$ cat config.mk
export PLATFORM = sky130hd
export DESIGN_NAME = seq_multiplier_radix
export DESIGN_NICKNAME = d
export VERILOG_FILES = /design/src/rtl/seq_multiplier_radix.sv
export SDC_FILE = /design/constraint.sdc
export NUM_CORES = 1
export LEC_CHECK = 0
export ABC_AREA = 1
export CORE_ASPECT_RATIO = 1.5
export CORE_UTILIZATION = 41
export DETAILED_ROUTE_END_ITERATION = 10
export SYNTH_ARGS = -nofsm -noshare
export SYNTH_HDL_FRONTEND = slang
export SYNTH_SLANG_ARGS = --single-unit
export TNS_END_PERCENT = 100
$ cat constraint.sdc
create_clock -name clk -period 5.95 [get_ports clk]
set_input_delay 1.19 -clock clk [delete_from_list [all_inputs] [get_ports clk]]
set_output_delay 1.19 -clock clk [all_outputs]
set_load 0.03 [all_outputs]
$ cat src/rtl/seq_multiplier_radix.sv
// Iterative N x N -> 2N multiplier, K multiplier bits retired per clock.
// Operands are folded to magnitudes on load; sign is reapplied on completion.
module seq_multiplier_radix #(
    parameter int N = 32,
    parameter int K = 1
) (
    input  logic           clk,
    input  logic           rst,
    input  logic           load,
    input  logic           recieved,
    input  logic           signed_a,
    input  logic           signed_b,
    input  logic [N-1:0]   A,
    input  logic [N-1:0]   B,
    output logic           done,
    output logic           init,
    output logic           busy,
    output logic [2*N-1:0] C
);

    localparam int STEPS = N / K;
    localparam int CW    = (STEPS > 1) ? $clog2(STEPS) : 1;

    if ((K < 1) || (N % K != 0)) begin : g_bad_radix
        $error("seq_multiplier_radix: N must be a multiple of K");
    end

    typedef enum logic [1:0] {
        S_IDLE,
        S_CALC,
        S_DONE
    } state_t;

    state_t          state;
    state_t          state_n;
    logic [CW-1:0]   cnt;
    logic [N-1:0]    m;
    logic [N-1:0]    q;
    logic [N+K-1:0]  acc;
    logic            neg;

    logic            a_neg;
    logic            b_neg;
    logic [N-1:0]    a_mag;
    logic [N-1:0]    b_mag;
    logic [N+K-1:0]  partial;
    logic [2*N+K-1:0] sum;
    logic [2*N+K-1:0] step;
    logic [2*N-1:0]  prod;
    logic [2*N-1:0]  prod_signed;

    // Magnitude of the most negative value still fits in N unsigned bits.
    always_comb begin
        a_neg = signed_a & A[N-1];
        b_neg = signed_b & B[N-1];
        a_mag = a_neg ? (~A + 1'b1) : A;
        b_mag = b_neg ? (~B + 1'b1) : B;
    end

    always_comb begin
        partial     = {{K{1'b0}}, m} * {{N{1'b0}}, q[K-1:0]};
        sum         = {acc, q} + {partial, {N{1'b0}}};
        step        = sum >> K;
        prod        = step[2*N-1:0];
        prod_signed = neg ? (~prod + 1'b1) : prod;
    end

    always_ff @(posedge clk) begin
        if (rst) begin
            state <= S_IDLE;
        end else begin
            state <= state_n;
        end
    end

    always_comb begin
        state_n = state;
        init    = 1'b0;
        busy    = 1'b0;
        done    = 1'b0;
        unique case (state)
            S_IDLE: begin
                init = 1'b1;
                if (load) begin
                    state_n = S_CALC;
                end
            end
            S_CALC: begin
                busy = 1'b1;
                if (cnt == '0) begin
                    state_n = S_DONE;
                end
            end
            S_DONE: begin
                done = 1'b1;
                if (recieved) begin
                    state_n = S_IDLE;
                end
            end
            default: begin
                state_n = S_IDLE;
            end
        endcase
    end

    always_ff @(posedge clk) begin
        if (rst) begin
            cnt <= '0;
            m   <= '0;
            q   <= '0;
            acc <= '0;
            neg <= 1'b0;
            C   <= '0;
        end else begin
            unique case (state)
                S_IDLE: begin
                    if (load) begin
                        m   <= a_mag;
                        q   <= b_mag;
                        neg <= a_neg ^ b_neg;
                        acc <= '0;
                        cnt <= CW'(STEPS - 1);
                    end
                end
                S_CALC: begin
                    acc <= step[2*N+K-1:N];
                    q   <= step[N-1:0];
                    // The final step's result goes straight to C.
                    if (cnt == '0) begin
                        C <= prod_signed;
                    end else begin
                        cnt <= cnt - 1'b1;
                    end
                end
                default: begin
                end
            endcase
        end
    end

endmodule
Word level (Yosys, flattened, before mapping)
Cells that the tools add are included.
Widths: inputs -> output; s select.
{"block": "totals", "word_cells": 50, "reg_bits": 169, "inputBits": 70, "output_inout_bits": 67}
{"block": "classes", "n_reduce_logical": 8, "eq_ne": 6, "n_bitwise": 6, "n_mul": 1, "mux": 17, "n_addsub": 5}
{"cell": "$mux 32", "n": 3}
{"cell": "$pmux 33 s2", "n": 1}
{"cell": "$add 65x65->65", "n": 1}
{"cell": "$add 32x1->32 const B", "n": 2}
{"cell": "$add 64x1->64 const B", "n": 1}
{"cell": "$mux 64", "n": 1}
{"cell": "$not 32->32", "n": 2}
{"cell": "$not 64->64", "n": 1}
{"cell": "$pmux 32 s2", "n": 1}
{"cell": "$mul 32x1->33", "n": 1}
{"cell": "$mux 33", "n": 1}
{"cell": "$mux 5", "n": 2}
{"cell": "$pmux 5 s2", "n": 1}
{"cell": "$ne 2x2->1 const B", "n": 4}
{"cell": "$mux 2", "n": 3}
{"cell": "$pmux 2 s3", "n": 1}
{"cell": "$reduce_and 2->1", "n": 3}
{"cell": "$reduce_and 3->1", "n": 2}
{"cell": "$logic_not 5->1", "n": 1}
{"cell": "$sub 5x1->5 const B", "n": 1}
{"cell": "$mux 1", "n": 3}
{"cell": "$and 1x1->1", "n": 2}
{"cell": "$eq 2x1->1 const B", "n": 1}
{"cell": "$eq 2x2->1 const B", "n": 1}
{"cell": "other kinds (3)", "n": 3}

Depth between registers and ports, before layout
{"block": "logic_depth", "word_depth": 5, "mapped_depth": 26, "mapped_depth_nobuf": 24}

Worst setup path after synthesis
Ideal clock, no wire load.
{"block": "synth_timing", "path_type": "input to register", "start": "input B[0]", "end": "register q[30]", "path_slack_ns": 3.156, "t_required_ns": 5.876, "path_buffers": 0, "arrival_time_ns": 2.720, "setup_time_ns": 0.074, "stages": 13, "path_cell_list": "inv_1 ha_1 inv_1 nor3_2 inv_1 nor2_1 nand4_1 nor3b_1 nand2_1 o21ai_0 or2_2 nand3_1 a31oi_1"}
{"block": "synth_between", "elab_chain_cells": 5}
{"item": "from (decl)", "line": "14", "rtl": "input logic [N-1:0] B,"}
{"item": "$not 32->32", "line": "57", "rtl": "b_mag = b_neg ? (~B + 1'b1) : B;"}
{"item": "$add 32x1->32", "line": "57"}
{"item": "$mux 32", "line": "57"}
{"item": "$mux 32", "line": "117", "rtl": "if (load) begin"}
{"item": "$pmux 32 s2", "line": "115", "rtl": "unique case (state)"}
{"item": "to (signal assigned)", "line": "119", "rtl": "q <= b_mag;"}
{"item": "to (signal assigned)", "line": "127", "rtl": "q <= step[N-1:0];"}
{"item": "to (decl)", "line": "38", "rtl": "logic [N-1:0] q;"}
Every way passes these cells. The select of a mux whose other input is x is not followed.
A chain may end at the register's enable or synchronous reset.

Worst setup path after layout
{"block": "layout_timing", "start": "register q[0]", "end": "register C[56]"}
{"block": "layout_between", "elab_chain_cells": 5}
{"item": "$mul 32x1->33", "line": "61", "rtl": "partial = {{K{1'b0}}, m} * {{N{1'b0}}, q[K-1:0]};"}
{"item": "$add 65x65->65 *", "line": "62", "rtl": "sum = {acc, q} + {partial, {N{1'b0}}};"}
{"item": "$not 64->64", "line": "65", "rtl": "prod_signed = neg ? (~prod + 1'b1) : prod;"}
{"item": "$add 64x1->64", "line": "65"}
{"item": "$mux 64 *", "line": "65"}
{"item": "to (signal assigned)", "line": "130", "rtl": "C <= prod_signed;"}
{"item": "to (decl)", "line": "18", "rtl": "output logic [2*N-1:0] C"}
Every way passes the cells marked *; elsewhere a longest branch is shown, timed or not.

==> metrics.txt <==
Post-Syn Nets=2180; critical path startpoint category=register; # clock sinks=168; maximum vdd drop=0.199 mV; via count of the first global-routing pass=13052; Final Skew=8.07 ps; post-CTS setup buffer count=0; die height=214 um; cell accounting for the most synthesized area=dfxtp_1; # Max-Cap Violations=0; Core Area=between 20000 and 30000 sq um; most common cell in the synthesized netlist=nand2_1; largest net degree at the start of global routing=120; WL/cell=17.3 um; Synth Register Bits=168; Main synth FF type=dfxtp_1; Rows=77; antenna viol nets, final=0; Syn Std Cell Area=12300 sq um; Skew-Pair Late Insertion Delay=~450 ps; vias per cell=5.21; post-route cell area=roughly 15000 sq um; syn_area_per_cell=5.95 sq um; I/O pin count=137; Syn Inst Count=2072; CTS Buf Count=17; Required @ worst endpoint=roughly 6300 ps; Reg clk slew, reported paths=~70 ps; final cell count without fillers=2566; H-Tree Depth=4; Root Driver=clkbuf_16; Area contributors post-synth=dfxtp_1, nand2_1, inv_1, a21oi_1, nor2_1; Most common cell on crit path=nand2_1; status=completed; max frequency=0.250 GHz; detailed placement HPWL=34900 um; WS Path Type=register to register; Congestion Overflow GR=0; synth-to-layout area growth=17.9%; top cell type's share of synthesized area=27.3%; r2r setup slk=1950 ps; routability congestion estimate=0.966; DR iter-0 viols=734; final hold vios=0; pwr dens=224 nW/um^2; Yosys cell types=47; n_diodes=0; routed via count=13379; Die W=around 140 um; Resize count post-CTS=0; post-layout util=approximately half; worst-path maximum fanout=33; first-pass GRT wire length=around 70000 um; largest stage delay on the critical path=1060 ps; final WL=approximately 44000 um; dpl cells=2536; DRC=0; RSZ-0062 raised after global routing=false; critical path, cell by cell=nand2_1 > inv_1 > ha_1 > nand2_2 > nor4_1 > nand2_1 > nand3_1 > nand2_1 > nor2_1 > nand3_2 > o21ai_4 > nand2_1 > nand2_1 > nand3_1 > nand2_1 > inv_1; max_slew headroom=25.2%; GRT Overall Usage=30.0%; # port buffers=136; Die ar.=approximately 31000 sq um; CP Capture Type=register; share of cells above drive strength 1=4.61%; Arr. time, crit path=4350 ps; final slew viol count=0; Starting Density=41.8%; worst-margin pin slew=1120 ps; worst setup margin=1950 ps; Static Leak=about 7.1 nW; Post-synth EDFFs=0; pre-CTS setup slack=1700 ps; slowest CP cell=dfxtp_1; Clock Path Buffers=2; TritonRoute pass-1 iters=6; TritonCTS clock tree=built; Hold/Removal Path Class=register to register; Commonest cells post-synth=nand2_1, inv_1, nor2_1; # setup viols final=0; final worst path period need=roughly 4000 ps; Setup TNS Final=0 ps; fin crit share=67.2%; antenna violations before repair=0; placed cell area=14000 sq um; Ys Warns=0; final net count=about 2300; sequential fraction of the synthesis area=a little over a quarter; async set or reset register ratio after synthesis=0%; hold buffers post-CTS=0
==> power by group <==
group | internal (mW) | switching [mW] | total [mW]
combinational | 0.295 | 0.547 | 0.842
clock | 0.618 | 0.495 | 1.11
sequential | 1.21 | 0.0854 | 1.30
==> cell families after synthesis <==
group                      share of synthesized area (%)
AOI/OAI and AO/OA                                   17.0
xor gates and xnor gates                            3.62
adders and majority gates                           3.92
buffers and inverters                               12.0
DFF                                                 27.3
and+or+nand+nor                                     36.2
==> per-stage QoR <==
step	total power, mW	hold slack (ps)
3_5_place_dp	2.16	457
6_report	3.25	466
4_1_cts	3.26	471
2_1_floorplan	1.84	445
3_3_place_gp	2.15	455
5_1_grt	3.42	492
==> registers in the layout (all words and copies together), names as in the netlist <==
signal,count
C,64
acc,32
state,2
cnt,5
q,32
m,32
neg,1
==> routing by layer <==
metal | routed length, um | GRT usage, % | vias to the layer above | part of all wire [%]
li1 | - | - | 6807 | -
met1 | 16500 | 30.3 | 6112 | 37
met2 | 23300 | 56.0 | 339 | 53
met3 | 1480 | 4.33 | 121 | 3.3
met4 | 3070 | 19.4 | 0 | 6.9
met5 | 0 | 0 | - | 0
==> worst max-delay path, delay by kind of cell, from the launching register on <==
kind            cells  cell delay, ps
simple gates       12            2100
compound gates      1             200
fa+ha+maj           1             390
flops               1            1060
buf+inv             2             150
==> final cells by class <==
class	count	area (sq um)
Sequential cell	168	3360
Fill cell	3186	15000
Tap cell	395	494
Inverter	315	1180
Clock inverter	10	121
Clock buffer	20	437
Multi-Input combinational cell	1513	7510
Timing Repair Buffer	145	1420
==> final timing paths <==
kind | to | start | cells after the start
worst max register to register | C[56] | q[0] | 16
worst min-delay path | C[0] | C[0] | 2
worst min register to register | C[0] | C[0] | 2
worst max-delay path | C[56] | q[0] | 16
==> cell usage in the layout (no fill, tap or decap), drive strengths merged, types with 23 or more instances in the layout <==
master         instances
clkdlybuf4s50        135
a21oi                147
nand3                128
nand4                 23
nor3                  25
ha                    37
a31oi                 29
o21ai                122
xor2                  39
nor2                 205
inv                  317
dfxtp                168
nand2                643
Power figures use the tool's default switching activity.
